File: src/rtl/tug_game_ctrl_if.sv
// Tug-of-war controller bus: player keys in, playfield/score display out.
//   key_l, key_r : raw player keys (asynchronous to clk, 1 = pressed)
//   leds         : one-hot rope position, bit NLIGHTS-1 is leftmost; all 0 outside play
//   score_l/r    : round wins per player
//   winner       : last round winner, 2'b10 = left, 2'b01 = right, 2'b00 = none
//   game_over    : high once either score reaches the game target
// master = controller side, slave = board/driver side.
interface tug_game_ctrl_if #(
  parameter int unsigned NLIGHTS = 9,
  parameter int unsigned SCORE_W = 3
);
  logic               key_l;
  logic               key_r;
  logic [NLIGHTS-1:0] leds;
  logic [SCORE_W-1:0] score_l;
  logic [SCORE_W-1:0] score_r;
  logic [1:0]         winner;
  logic               game_over;

  modport master (
    input  key_l, key_r,
    output leds, score_l, score_r, winner, game_over
  );

  modport slave (
    output key_l, key_r,
    input  leds, score_l, score_r, winner, game_over
  );
endinterface

File: src/rtl/tug_game_ctrl.sv
// Central round/score controller for the tug-of-war playfield.
// Conditions both raw keys into one-cycle press events, moves the rope, detects round
// wins, keeps scores and sequences win display, next-round restart and game over.
// Ports:
//   clk   : system clock, rising edge
//   reset : asynchronous active-low reset
//   bus   : tug_game_ctrl_if master (keys in; leds, scores, winner, game_over out)
module tug_game_ctrl #(
  parameter int unsigned NLIGHTS     = 9,
  parameter int unsigned SCORE_MAX   = 7,
  parameter int unsigned SCORE_W     = 3,
  parameter int unsigned HOLD_CYCLES = 4
) (
  input  logic            clk,
  input  logic            reset,
  tug_game_ctrl_if.master bus
);

  localparam int unsigned PosW = $clog2(NLIGHTS);
  localparam int unsigned CntW = $clog2(HOLD_CYCLES + 1);

  localparam logic [PosW-1:0]    PosMax   = PosW'(NLIGHTS - 1);
  localparam logic [PosW-1:0]    PosCtr   = PosW'((NLIGHTS - 1) / 2);
  localparam logic [CntW-1:0]    HoldLast = CntW'(HOLD_CYCLES - 1);
  localparam logic [SCORE_W-1:0] ScoreMax = SCORE_W'(SCORE_MAX);

  typedef enum logic [1:0] {
    StPlay,
    StWinHold,
    StOver
  } state_e;

  // Key conditioning; bit 1 = left key, bit 0 = right key.
  logic [1:0] s1_q, s2_q, prev_q;
  logic       press_l, press_r;

  state_e             state_q, state_d;
  logic [PosW-1:0]    pos_q, pos_d;
  logic [SCORE_W-1:0] score_l_q, score_l_d;
  logic [SCORE_W-1:0] score_r_q, score_r_d;
  logic [1:0]         winner_q, winner_d;
  logic               game_over_q, game_over_d;
  logic [CntW-1:0]    hold_q, hold_d;
  logic [SCORE_W-1:0] win_score;
  logic [NLIGHTS-1:0] leds;

  always_ff @(posedge clk or negedge reset) begin
    if (!reset) begin
      s1_q   <= '0;
      s2_q   <= '0;
      prev_q <= '0;
    end else begin
      s1_q   <= {bus.key_l, bus.key_r};
      s2_q   <= s1_q;
      prev_q <= s2_q;
    end
  end

  assign press_l = s2_q[1] & ~prev_q[1];
  assign press_r = s2_q[0] & ~prev_q[0];

  always_ff @(posedge clk or negedge reset) begin
    if (!reset) begin
      state_q     <= StPlay;
      pos_q       <= PosCtr;
      score_l_q   <= '0;
      score_r_q   <= '0;
      winner_q    <= 2'b00;
      game_over_q <= 1'b0;
      hold_q      <= '0;
    end else begin
      state_q     <= state_d;
      pos_q       <= pos_d;
      score_l_q   <= score_l_d;
      score_r_q   <= score_r_d;
      winner_q    <= winner_d;
      game_over_q <= game_over_d;
      hold_q      <= hold_d;
    end
  end

  assign win_score = winner_q[1] ? score_l_q : score_r_q;

  always_comb begin
    state_d     = state_q;
    pos_d       = pos_q;
    score_l_d   = score_l_q;
    score_r_d   = score_r_q;
    winner_d    = winner_q;
    game_over_d = game_over_q;
    hold_d      = hold_q;
    unique case (state_q)
      StPlay: begin
        // Simultaneous presses cancel: only a lone press acts.
        if (press_l && !press_r) begin
          if (pos_q == PosMax) begin
            if (score_l_q < ScoreMax) score_l_d = score_l_q + SCORE_W'(1);
            winner_d = 2'b10;
            hold_d   = '0;
            state_d  = StWinHold;
          end else begin
            pos_d = pos_q + PosW'(1);
          end
        end else if (press_r && !press_l) begin
          if (pos_q == '0) begin
            if (score_r_q < ScoreMax) score_r_d = score_r_q + SCORE_W'(1);
            winner_d = 2'b01;
            hold_d   = '0;
            state_d  = StWinHold;
          end else begin
            pos_d = pos_q - PosW'(1);
          end
        end
      end
      StWinHold: begin
        if (hold_q == HoldLast) begin
          if (win_score == ScoreMax) begin
            state_d     = StOver;
            game_over_d = 1'b1;
          end else begin
            pos_d    = PosCtr;
            winner_d = 2'b00;
            state_d  = StPlay;
          end
        end else begin
          hold_d = hold_q + CntW'(1);
        end
      end
      StOver: begin
        // Terminal until reset.
      end
      default: state_d = StPlay;
    endcase
  end

  // Lights only show the rope during play; dark during win display and game over.
  always_comb begin
    leds = '0;
    if (state_q == StPlay) leds = NLIGHTS'(1) << pos_q;
  end

  assign bus.leds      = leds;
  assign bus.score_l   = score_l_q;
  assign bus.score_r   = score_r_q;
  assign bus.winner    = winner_q;
  assign bus.game_over = game_over_q;

endmodule

File: src/flat_wrapper.sv
// flat-port wrapper written by rule: the top's interface ports become plain ports
module tug_game_ctrl_flat 
#(
  parameter int unsigned NLIGHTS     = 9,
  parameter int unsigned SCORE_MAX   = 7,
  parameter int unsigned SCORE_W     = 3,
  parameter int unsigned HOLD_CYCLES = 4
)
  (clk, reset, bus_key_l, bus_key_r, bus_leds, bus_score_l, bus_score_r, bus_winner, bus_game_over);
  tug_game_ctrl_if #(.NLIGHTS(NLIGHTS), .SCORE_W(SCORE_W)) bus_i ();
  input  logic clk;
  input  logic reset;
  input wire logic [$bits(bus_i.key_l)-1:0] bus_key_l;
  input wire logic [$bits(bus_i.key_r)-1:0] bus_key_r;
  output wire logic [$bits(bus_i.leds)-1:0] bus_leds;
  output wire logic [$bits(bus_i.score_l)-1:0] bus_score_l;
  output wire logic [$bits(bus_i.score_r)-1:0] bus_score_r;
  output wire logic [$bits(bus_i.winner)-1:0] bus_winner;
  output wire logic [$bits(bus_i.game_over)-1:0] bus_game_over;
  assign bus_i.key_l = bus_key_l;
  assign bus_i.key_r = bus_key_r;
  assign bus_leds = bus_i.leds;
  assign bus_score_l = bus_i.score_l;
  assign bus_score_r = bus_i.score_r;
  assign bus_winner = bus_i.winner;
  assign bus_game_over = bus_i.game_over;
  tug_game_ctrl #(.NLIGHTS(NLIGHTS), .SCORE_MAX(SCORE_MAX), .SCORE_W(SCORE_W), .HOLD_CYCLES(HOLD_CYCLES)) u_core (.clk(clk), .reset(reset), .bus(bus_i));
endmodule
File: config.mk
export PLATFORM = sky130hd
export DESIGN_NAME = tug_game_ctrl_flat
export DESIGN_NICKNAME = d
export VERILOG_FILES = /design/src/rtl/tug_game_ctrl_if.sv /design/src/rtl/tug_game_ctrl.sv /design/src/flat_wrapper.sv
export SDC_FILE = /design/constraint.sdc
export NUM_CORES = 1
export LEC_CHECK = 0
export BUFFER_PORTS_ARGS = -buffer_cell sky130_fd_sc_hd__buf_2
export CAP_MARGIN = 10
export CELL_PAD_IN_SITES_DETAIL_PLACEMENT = 2
export CELL_PAD_IN_SITES_GLOBAL_PLACEMENT = 2
export CORE_AREA = 3 3 55 77
export CTS_BUF_LIST = sky130_fd_sc_hd__clkbuf_8
export DETAILED_ROUTE_END_ITERATION = 10
export DIE_AREA = 0 0 58 80
export HOLD_SLACK_MARGIN = 0.06
export PLACE_DENSITY_LB_ADDON = 0.1
export SLEW_MARGIN = 25
export SYNTH_ARGS = -nofsm -noshare
export SYNTH_HDL_FRONTEND = slang
export SYNTH_SLANG_ARGS = --single-unit
File: constraint.sdc
create_clock -name clk -period 3 [get_ports clk]
set_clock_uncertainty 0.05 [all_clocks]
set_input_delay 0.6 -clock clk [delete_from_list [all_inputs] [get_ports clk]]
set_output_delay 0.6 -clock clk [all_outputs]
set_load 0.005 [all_outputs]
==> qor.yml <==
h-tree-depth: 1
cp-end-kind: "output port"
setup_viol: 0
ctsLongestPathBuffers: 2
cts_repair_resize_count: 0
yosysSeqAreaShare_pct: 47.6
syn_to_final_growth_pct: 15.9
fp.dieW_um: 58
hpwl_um: 2460
synth_top_area_share_pct: 45.5
relSlewSlack_pct: 62.4
power.density_nw_per_um2: 935
syn_area_per_cell_um2: 10.1
worstPathMaxFanout: 9
fin_tns_setup_ns: 0
hp-class: "input pin to async pin"
place.gp.congestion: 0.747
fill_cells: 416
syn-instance-count: 125
synth_cell_type_count: 46
port_buffers: 21
grt_remaining_overflow: 0
fin_nets: 158
worstPathArrival_ns: 1.80
max-vdd-ir-drop_mv: 0.454
drc: 0
num_vias: 1017
die_y_um: 80
ctsHoldBuffers: 0
cts_buffers: 3
ios: 22
ys_async_sr_fraction_pct: 100
routed_wl_um: 3130
post_cts_buffers: 0
worstPathRequired_ns: 2.35
clock_latency_ns: 0.27
ys.warnings.count: 0
grtUsageTotal_pct: 15.2
numClockSinks: 24
p_leak_nw: 0.721
hold_viol: 0
synth_most_common_cell: "dfrtp_1"
n_antenna_cell: 0
worstSetupPathType: "register to output port"
via_per_inst: 5.38
drive_gt1_share_pct: 25.2
rsz0062_at_grt: "false"
grt_pass1_wl_um: 5330
grt_pass1_vias: 1092
cts_root_buffer: "clkbuf_8"
drv_cap: 0
syn_nets: 135
wl_per_cell_um: 16.5
yosys.area.top_type: "dfrtp_1"
fin_crit_ns: 2.45
ys.flop_type: "dfrtp_1"
grt_start_max_net_pins: 25
antenna_found_initial: 0
start_util_pct: 34.7
syn_area_um2: 1260
timing.fmax_mhz: 409
synth_common_cells: "dfrtp_1 (23), nor2_1 (13), nand2_1 (8), a21oi_1 (7)"
coreArea_um2: 3640
path_clk_slew_ns: 0.09
ys_ff_latch: 24
synth_edf_count: 0
drt-initial-drc-count: 18
worst_slew_pin_slew_ns: 0.560
cts_tree: "built"
dr.pass1.iters: 2
slew_viol_final: 0
finish.utilization_pct: 40.2
ys_top_cells_by_area: "dfrtp_1 (45%), ha_1 (5.9%), nor2_1 (3.9%), a21oi_1 (2.8%), nor3_1 (2.4%)"
status: "finished clean"
detail-route-antenna-nets: 0
die_area_um2: 4640
num_rows: 26
cp-start-kind: "register"
finalCritPeriodShare_pct: 81.5
logic make-up (layout without fill, tap and decap cells):
| kind of cell | after synthesis | in the layout | synth area share (%) |
|---|---|---|---|
| muxes | 3 | 3 | 2.47 |
| buffers and inverters | 8 | 30 | 3.66 |
| xor gates and xnor gates | 4 | 4 | 2.77 |
| AOI/OAI and AO/OA | 29 | 29 | 15.7 |
| and+or+nand+nor | 51 | 51 | 21.9 |
| DFF | 24 | 24 | 47.6 |
| adders and majority gates | 6 | 6 | 5.93 |
layout make-up:
cell class	count	area, µm²	share of cell area [%]
sequential	24	602	41.0
clock buffer	3	41.3	2.82
timing repair buffer	21	105	7.17
multi-input combinational	93	617	42.1
clock inverter	1	30.0	2.05
inverter	5	18.8	1.28
tap	42	52.6	3.58
routing by layer:
metal	GRT usage, %	share of wire [%]	vias to the layer above
li1	-	-	487
met1	17.1	39	511
met2	28.7	57	14
met3	1.94	2.5	5
met4	4.87	1.3	0
met5	0	0	-
registers in the layout, indices dropped and copies added (netlist names):
register / cells
u_core.hold_q: 3
u_core.pos_q: 4
u_core.bus.score_r: 3
u_core.bus.winner: 2
u_core.bus.game_over: 1
u_core.s1_q: 2
u_core.bus.score_l: 3
u_core.state_q: 2
u_core.s2_q: 2
u_core.prev_q: 2
critical path, stage by stage, from the launching register on:
cell and delay [ns]:
dfrtp_1 0.48, nor3_1 0.52, nand2_1 0.22, nor3_1 0.16
buf_2 0.14
path summary, 6_finish.rpt:
path / start / end / slack (ns) / depth (start not counted)
hold / removal: reset / u_core.bus.score_l[2]$_DFFE_PN0P_ / 0.26 / 1
hold reg to reg: u_core.s1_q[1]$_DFF_PN0_ / u_core.s2_q[1]$_DFF_PN0_ / 0.31 / 0
setup / recovery: u_core.state_q[1]$_DFFE_PN0P_ / bus_leds[4] / 0.55 / 4
min in group clk: u_core.s1_q[1]$_DFF_PN0_ / u_core.s2_q[1]$_DFF_PN0_ / 0.31 / 0
setup reg to reg: u_core.prev_q[1]$_DFF_PN0_ / u_core.pos_q[3]$_DFFE_PN0P_ / 0.68 / 9
max in group asynchronous: reset / u_core.pos_q[2]$_DFFE_PN1P_ / 2.27 / 1
power by group:
| part | internal [mW] | switching [mW] | total (mW) |
|---|---|---|---|
| sequential | 0.419 | 0.119 | 0.538 |
| combinational | 0.255 | 0.290 | 0.545 |
| clock | 0.178 | 0.110 | 0.288 |
cell usage in the layout, fill, tap and decap left out, types with 2 or more instances in the layout:
cell type and instances:
a21oi_1 7, and2_1 2, and3_1 3, buf_2 21
clkbuf_8 3, dfrtp_1 23, ha_1 6, inv_1 5
mux2i_1 2, nand2_1 8, nand2b_1 3, nand3_1 3
nor2_1 13, nor3_1 6, o21ai_0 5, o21bai_1 2
o22ai_1 3, xnor2_1 2, xor2_1 2
stage by stage:
stage / instance area [µm²] / setup slack [ns] / total power [mW] / cells / hold WS, ns
floorplan: 1260 / 0.868 / 0.922 / 125 / 0.254
global placement: 1400 / 0.782 / 1.06 / 185 / 0.284
detailed placement: 1400 / 0.683 / 1.11 / 185 / 0.288
CTS: 1470 / 0.503 / 1.40 / 189 / 0.283
global route: 1470 / 0.342 / 1.49 / 189 / 0.285
finish: 1470 / 0.554 / 1.37 / 189 / 0.257
Note: power is estimated with default switching activity, not from simulation.
